$ cat config.mk
export PLATFORM = sky130hd
export DESIGN_NAME = mem_arbiter
export DESIGN_NICKNAME = d
export VERILOG_FILES = /design/src/rtl/mcu_pkg.sv /design/src/rtl/arb_wait_ctr.sv /design/src/rtl/mem_arbiter.sv
export SDC_FILE = /design/constraint.sdc
export NUM_CORES = 1
export LEC_CHECK = 0
export ABC_AREA = 1
export CORE_MARGIN = 2
export CORE_UTILIZATION = 29
export CTS_CLUSTER_SIZE = 28
export DETAILED_ROUTE_END_ITERATION = 8
export PLACE_DENSITY = 0.75
export SLEW_MARGIN = 0
export SYNTH_ARGS = -nofsm -noshare
export SYNTH_HDL_FRONTEND = slang
export SYNTH_HIERARCHICAL = 1
export SYNTH_SLANG_ARGS = --single-unit
$ cat constraint.sdc
create_clock -name clk -period 1.4 [get_ports clk]
set_input_delay 0.21 -clock clk [delete_from_list [all_inputs] [get_ports clk]]
set_output_delay 0.21 -clock clk [all_outputs]
set_load 0.1 [all_outputs]
$ cat src/rtl/mcu_pkg.sv
// Shared MCU definitions: bus widths, arbiter state encoding,
// CPU opcodes and control-state encodings.
package mcu_pkg;

    localparam int AW_DEF       = 5;
    localparam int DW_DEF       = 8;
    localparam int MAX_WAIT_DEF = 3;
    localparam int WAIT_CW      = 4;

    typedef enum logic {
        CPU_OWN  = 1'b0,
        HOST_OWN = 1'b1
    } arb_state_e;

    typedef enum logic [2:0] {
        OP_HALT = 3'd0,
        OP_SKZ  = 3'd1,
        OP_ADD  = 3'd2,
        OP_AND  = 3'd3,
        OP_XOR  = 3'd4,
        OP_LDA  = 3'd5,
        OP_STO  = 3'd6,
        OP_JUMP = 3'd7
    } opcode_e;

    typedef enum logic [2:0] {
        PS_INST_ADDR  = 3'd0,
        PS_INST_FETCH = 3'd1,
        PS_INST_LOAD  = 3'd2,
        PS_IDLE       = 3'd3,
        PS_OP_ADDR    = 3'd4,
        PS_OP_FETCH   = 3'd5,
        PS_ALU_OP     = 3'd6,
        PS_STORE      = 3'd7
    } pstate_e;

    // Opcodes whose operand phase touches memory.
    function automatic logic op_uses_mem(input opcode_e op);
        return (op == OP_ADD) || (op == OP_AND) || (op == OP_XOR) ||
               (op == OP_LDA) || (op == OP_STO);
    endfunction

endpackage

$ cat src/rtl/arb_wait_ctr.sv
// Saturating count of CPU memory cycles taken while the host waits.
import mcu_pkg::*;

module arb_wait_ctr #(
    parameter int MAX_WAIT = MAX_WAIT_DEF
) (
    input  logic clk,
    input  logic rst_n,
    input  logic inc_i,
    input  logic clr_i,
    output logic sat_o
);

    localparam logic [WAIT_CW-1:0] MAX_W = WAIT_CW'(MAX_WAIT);

    logic [WAIT_CW-1:0] cnt_q;
    logic [WAIT_CW-1:0] cnt_d;

    assign sat_o = (cnt_q == MAX_W);

    always_comb begin
        cnt_d = cnt_q;
        if (clr_i) begin
            cnt_d = '0;
        end else if (inc_i && !sat_o) begin
            cnt_d = cnt_q + 1'b1;
        end
    end

    always_ff @(posedge clk or negedge rst_n) begin
        if (!rst_n) begin
            cnt_q <= '0;
        end else begin
            cnt_q <= cnt_d;
        end
    end

endmodule

$ cat src/rtl/mem_arbiter.sv
// Single-port memory arbiter: CPU owns the array by default, the host
// gets one-cycle slots when the CPU is idle, halted or has starved it.
import mcu_pkg::*;

module mem_arbiter #(
    parameter int AW       = AW_DEF,
    parameter int DW       = DW_DEF,
    parameter int MAX_WAIT = MAX_WAIT_DEF
) (
    input  logic          clk,
    input  logic          rst_n,
    input  logic          cpu_rd,
    input  logic          cpu_wr,
    input  logic [AW-1:0] cpu_addr,
    input  logic [DW-1:0] cpu_wdata,
    input  logic          cpu_halted,
    output logic [DW-1:0] cpu_rdata,
    output logic          cpu_stall,
    input  logic          host_req,
    input  logic          host_we,
    input  logic [AW-1:0] host_addr,
    input  logic [DW-1:0] host_wdata,
    output logic          host_ack,
    output logic [DW-1:0] host_rdata,
    output logic [AW-1:0] mem_addr,
    output logic [DW-1:0] mem_wdata,
    output logic          mem_rd,
    output logic          mem_wr,
    input  logic [DW-1:0] mem_rdata,
    output logic          arb_err
);

    arb_state_e    state_q, state_d;
    logic          ack_q, ack_d;
    logic [DW-1:0] rdata_q, rdata_d;
    logic          err_q, err_d;

    logic cpu_acc;
    logic host_elig;
    logic ctr_inc;
    logic ctr_clr;
    logic ctr_sat;

    assign cpu_acc   = cpu_rd | cpu_wr;
    // The ack cycle masks host_req so the CPU always gets a cycle in between.
    assign host_elig = host_req & ~ack_q;

    arb_wait_ctr #(
        .MAX_WAIT (MAX_WAIT)
    ) u_wait_ctr (
        .clk   (clk),
        .rst_n (rst_n),
        .inc_i (ctr_inc),
        .clr_i (ctr_clr),
        .sat_o (ctr_sat)
    );

    always_comb begin
        state_d   = state_q;
        ack_d     = 1'b0;
        rdata_d   = rdata_q;
        ctr_inc   = 1'b0;
        ctr_clr   = 1'b0;
        cpu_stall = 1'b0;
        mem_addr  = cpu_addr;
        mem_wdata = cpu_wdata;
        mem_wr    = cpu_wr;
        mem_rd    = cpu_rd & ~cpu_wr;
        unique case (state_q)
            CPU_OWN: begin
                if (host_elig) begin
                    if (!cpu_acc || cpu_halted || ctr_sat) begin
                        state_d = HOST_OWN;
                    end else begin
                        ctr_inc = 1'b1;
                    end
                end
            end
            HOST_OWN: begin
                mem_addr  = host_addr;
                mem_wdata = host_wdata;
                mem_wr    = host_we;
                mem_rd    = ~host_we;
                cpu_stall = cpu_acc;
                ctr_clr   = 1'b1;
                ack_d     = 1'b1;
                state_d   = CPU_OWN;
                if (!host_we) begin
                    rdata_d = mem_rdata;
                end
            end
            default: begin
                state_d = CPU_OWN;
            end
        endcase
    end

    assign err_d = err_q | (cpu_rd & cpu_wr);

    always_ff @(posedge clk or negedge rst_n) begin
        if (!rst_n) begin
            state_q <= CPU_OWN;
            ack_q   <= 1'b0;
            rdata_q <= '0;
            err_q   <= 1'b0;
        end else begin
            state_q <= state_d;
            ack_q   <= ack_d;
            rdata_q <= rdata_d;
            err_q   <= err_d;
        end
    end

    assign cpu_rdata  = mem_rdata;
    assign host_ack   = ack_q;
    assign host_rdata = rdata_q;
    assign arb_err    = err_q;

endmodule

==> metrics.txt <==
# TYPE chip_impl_metric gauge
chip_impl_info{name="run_status",value="complete, but fails checks"} 1
chip_impl_info{name="violations",value="setup timing"} 1
chip_impl_metric{name="ant_nets",unit=""} 0
chip_impl_metric{name="gr-usage-all-layers",unit="%"} 20.9
chip_impl_info{name="grt_setup_unrepaired",value="true"} 1
chip_impl_metric{name="final_design_area_no_fill",unit="um^2"} 2320
chip_impl_metric{name="grt_start_max_net_pins",unit=""} 10
chip_impl_info{name="tritoncts",value="done"} 1
chip_impl_metric{name="via_per_inst",unit=""} 4.51
chip_impl_metric{name="die_height",unit="um"} 60.8
chip_impl_metric{name="synthesis.yosys.warnings",unit=""} 6
chip_impl_info{name="critical_path.startpoint_type",value="flip-flop"} 1
chip_impl_metric{name="cts.clk_slew.worst_paths",unit="ns"} 0.10
chip_impl_metric{name="grt_pass1_vias",unit=""} 1286
chip_impl_metric{name="initial_core_util",unit="%"} 30.6
chip_impl_metric{name="timing.slew.headroom",unit="%"} 78.4
chip_impl_info{name="timing.setup.critical_path_class",value="flip-flop to output port"} 1
chip_impl_metric{name="numCtsBuffers",unit=""} 3
chip_impl_metric{name="finalNetCount",unit=""} 264
chip_impl_metric{name="cp.arrival",unit="ns"} 1.37
chip_impl_metric{name="timing.final.crit_period",unit="ns"} 1.58
chip_impl_metric{name="pin_count",unit=""} 75
chip_impl_metric{name="cts.sinks",unit=""} 15
chip_impl_metric{name="finalSetupViolations",unit=""} 20
chip_impl_metric{name="max_cap_viol_count",unit=""} 0
chip_impl_metric{name="layout_setup_ws",unit="ns"} -0.177
chip_impl_info{name="timing.critical_path.cells",value="buf_6 > buf_6 > nand2_2 > nand2_2 > buf_12"} 1
chip_impl_metric{name="worst-slew-pin-transition",unit="ns"} 0.324
chip_impl_metric{name="max-clock-path-buffers",unit=""} 2
chip_impl_metric{name="synth_cell_types",unit=""} 16
chip_impl_metric{name="final_max_slew_viol_count",unit=""} 0
chip_impl_metric{name="seq_area_frac_synth",unit="%"} 40.2
chip_impl_metric{name="detailed_place.area",unit="um^2"} 2110
chip_impl_metric{name="post_synth_instance_area",unit="um^2"} 935
chip_impl_metric{name="critical_path_fanouts_max",unit=""} 5
chip_impl_metric{name="antenna_violations_before_repair",unit=""} 0
chip_impl_metric{name="critical_path_required",unit="ns"} 1.19
chip_impl_metric{name="yosys_register_bits",unit=""} 15
chip_impl_metric{name="placed_cells",unit=""} 251
chip_impl_metric{name="final_hold_violating_endpoints",unit=""} 0
chip_impl_metric{name="via_count",unit=""} 1195
chip_impl_metric{name="hpwlAfterDp",unit="mm"} 2.71
chip_impl_metric{name="post-layout-total-power",unit="mW"} 2.90
chip_impl_info{name="worstSetupEndpointType",value="output port"} 1
chip_impl_metric{name="synthesis.area_per_instance",unit="um^2"} 6.92
chip_impl_metric{name="route.detailed.drc",unit=""} 0
chip_impl_metric{name="final_cell_count_no_fill",unit=""} 265
chip_impl_metric{name="rows",unit=""} 20
chip_impl_metric{name="critPathMaxStageDelay",unit="ns"} 0.42
chip_impl_metric{name="die_x",unit="um"} 60.8
chip_impl_metric{name="worst_clock_skew",unit="ns"} 0.0107
chip_impl_metric{name="detailedRoute.firstPassIterationCount",unit=""} 4
chip_impl_metric{name="static-leakage-power",unit="nW"} 1.13
chip_impl_metric{name="gr-total-overflow",unit=""} 0
chip_impl_metric{name="post_route_cells_drive_above_1_share",unit="%"} 44.8
chip_impl_info{name="worstHoldPathType",value="primary input to asynchronous set/reset pin"} 1
chip_impl_metric{name="utilization",unit="%"} 76.1
chip_impl_metric{name="die-area",unit="um^2"} 3690
chip_impl_metric{name="clock_latency_on_the_worst_skew_pair",unit="ns"} 0.30
chip_impl_info{name="crit_slowest_cell",value="sky130_fd_sc_hd__dfrtp_1"} 1
chip_impl_metric{name="core_region_area",unit="um^2"} 3050
chip_impl_metric{name="routed_wl",unit="mm"} 3.75
chip_impl_metric{name="cts_htree_levels",unit=""} 1
chip_impl_metric{name="avgRoutedWirePerCell",unit="um"} 14.1
chip_impl_metric{name="drt_iter0_drc",unit=""} 35
chip_impl_metric{name="gp_routability_congestion",unit=""} 0.766
chip_impl_metric{name="grt_first_pass_wirelength",unit="mm"} 5.83
chip_impl_metric{name="pwr_density_cell",unit="nW/um^2"} 1250
chip_impl_metric{name="timing.fmax",unit="GHz"} 0.634
chip_impl_metric{name="diodes",unit=""} 0
chip_impl_metric{name="syn2layout_area_growth",unit="%"} 149
chip_impl_metric{name="mappedNetlistNets",unit=""} 177
chip_impl_info{name="clock_tree.root_cell",value="sky130_fd_sc_hd__clkbuf_4"} 1
chip_impl_metric{name="cts.hold.buffers_added",unit=""} 0
chip_impl_metric{name="fin_crit_sh",unit="%"} 113
chip_impl_metric{name="ir_worst_vdd",unit="mV"} 1.00
chip_impl_metric{name="buffer_ports.inserted",unit=""} 74
chip_impl_metric{name="syn_inst",unit=""} 135
## power by group
| group | internal, mW | switching, mW |
|---|---|---|
| clock | 0.107 | 0.159 |
| sequential | 0.513 | 0.0839 |
| combinational | 0.764 | 1.28 |
## sequential cells by signal (all words and copies together) (netlist names)
name              cells
arb_err               1
host_ack              1
host_rdata            8
state_q               1
u_wait_ctr/cnt_q      4
## final cells by class
cell class                      count  area, um^2
Multi-Input combinational cell     98         546
Timing Repair Buffer               93        1270
Sequential cell                    15         377
Tap cell                           44        55.1
Clock inverter                      1        5.00
Inverter                           10        45.0
Timing Repair inverter              1        8.76
Fill cell                         224         728
Clock buffer                        3        22.5
## kinds of logic (layout without fill, tap and decap cells)
logic type | after synthesis | after routing | synth area share, %
compound gates | 3 | 3 | 2.28
fa+ha+maj | 1 | 1 | 1.34
buf+inv | 22 | 108 | 15.5
flops | 15 | 15 | 40.2
simple gates | 94 | 94 | 40.7
## worst paths after layout
kind                                      from             endpoint  slack, ns  cells past startpoint
max                                    state_q         mem_wdata[1]      -0.18                      5
min                                      rst_n        host_rdata[7]       0.16                      1
max reg2reg                u_wait_ctr/cnt_q[0]  u_wait_ctr/cnt_q[3]      -0.13                      9
min reg2reg                      host_rdata[1]        host_rdata[1]       0.54                      2
max in group asynchronous                rst_n        host_rdata[4]       0.79                      2
min in group clk                      host_req              state_q       0.51                      3
## critical path, delay by kind of cell (launching register included)
kind | cells | cell delay, ns
and+or+nand+nor | 2 | 0.14
DFF | 1 | 0.42
buffers and inverters | 3 | 0.50
## repair_timing
action	in CTS	in global routing
pin swaps	24	11
hold endpoints to repair	0	0
buffers inserted	6	2
gates cloned	2	0
gates resized for setup	26	10
setup endpoints to repair	19	20
## through the flow
stage                     hold slack (ns)  setup WS, ns  setup TNS (ns)
after floorplan                   -0.0856        0.0125               0
after global placement              0.477       -0.0477         -0.0539
after detailed placement            0.492        -0.116          -0.218
after CTS                           0.164        -0.162           -2.12
after global routing                0.170        -0.226           -3.50
final                               0.155        -0.177           -2.43
## Yosys cell counts
cell type                  instances  area [um^2]
sky130_fd_sc_hd__inv_1             7         26.3
sky130_fd_sc_hd__a31oi_1           1         6.26
sky130_fd_sc_hd__ha_1              1         12.5
sky130_fd_sc_hd__nor2_1           10         37.5
sky130_fd_sc_hd__nand2_2           1         6.26
sky130_fd_sc_hd__buf_4             8         60.1
sky130_fd_sc_hd__nand2_1          67          251
sky130_fd_sc_hd__o21bai_1          1         7.51
sky130_fd_sc_hd__buf_6             4         45.0
sky130_fd_sc_hd__dfrtp_1          15          375
sky130_fd_sc_hd__nand4_1           3         18.8
sky130_fd_sc_hd__inv_4             1         6.26
sky130_fd_sc_hd__nand3_1          12         60.1
sky130_fd_sc_hd__inv_2             2         7.51
sky130_fd_sc_hd__nor2_2            1         6.26
sky130_fd_sc_hd__o21a_1            1         7.51
## placed cells by master (no fill, tap or decap)
master / Yosys / layout
sky130_fd_sc_hd__inv_8: 0 / 1
sky130_fd_sc_hd__clkinv_2: 0 / 1
sky130_fd_sc_hd__buf_4: 8 / 12
sky130_fd_sc_hd__inv_2: 2 / 3
sky130_fd_sc_hd__nor2_1: 10 / 8
sky130_fd_sc_hd__dfrtp_2: 0 / 1
sky130_fd_sc_hd__o21bai_1: 1 / 1
sky130_fd_sc_hd__inv_6: 0 / 1
sky130_fd_sc_hd__clkbuf_4: 0 / 3
sky130_fd_sc_hd__nand2_2: 1 / 24
sky130_fd_sc_hd__a31oi_1: 1 / 1
sky130_fd_sc_hd__buf_8: 0 / 2
sky130_fd_sc_hd__ha_2: 0 / 1
sky130_fd_sc_hd__nand4_1: 3 / 3
sky130_fd_sc_hd__nor2_4: 0 / 3
sky130_fd_sc_hd__buf_6: 4 / 4
sky130_fd_sc_hd__nand2_1: 67 / 38
sky130_fd_sc_hd__dfrtp_1: 15 / 14
sky130_fd_sc_hd__nand3_2: 0 / 1
sky130_fd_sc_hd__nand3_1: 12 / 11
sky130_fd_sc_hd__buf_12: 0 / 35
sky130_fd_sc_hd__nand2_4: 0 / 6
sky130_fd_sc_hd__clkdlybuf4s50_1: 0 / 40
sky130_fd_sc_hd__inv_1: 7 / 6
sky130_fd_sc_hd__o21a_2: 0 / 1
## per-layer routing
metal  part of all wire, %  global-route usage, %  up-vias  routed length, um
met4                   1.5                   8.07        0                 57
met5                     0                      0        -                  0
met2                    55                   41.3       55               2080
met3                   9.3                   5.33        7                349
li1                      -                      -      582                  -
met1                    34                   20.4      551               1260
Power figures use the tool's default switching activity.
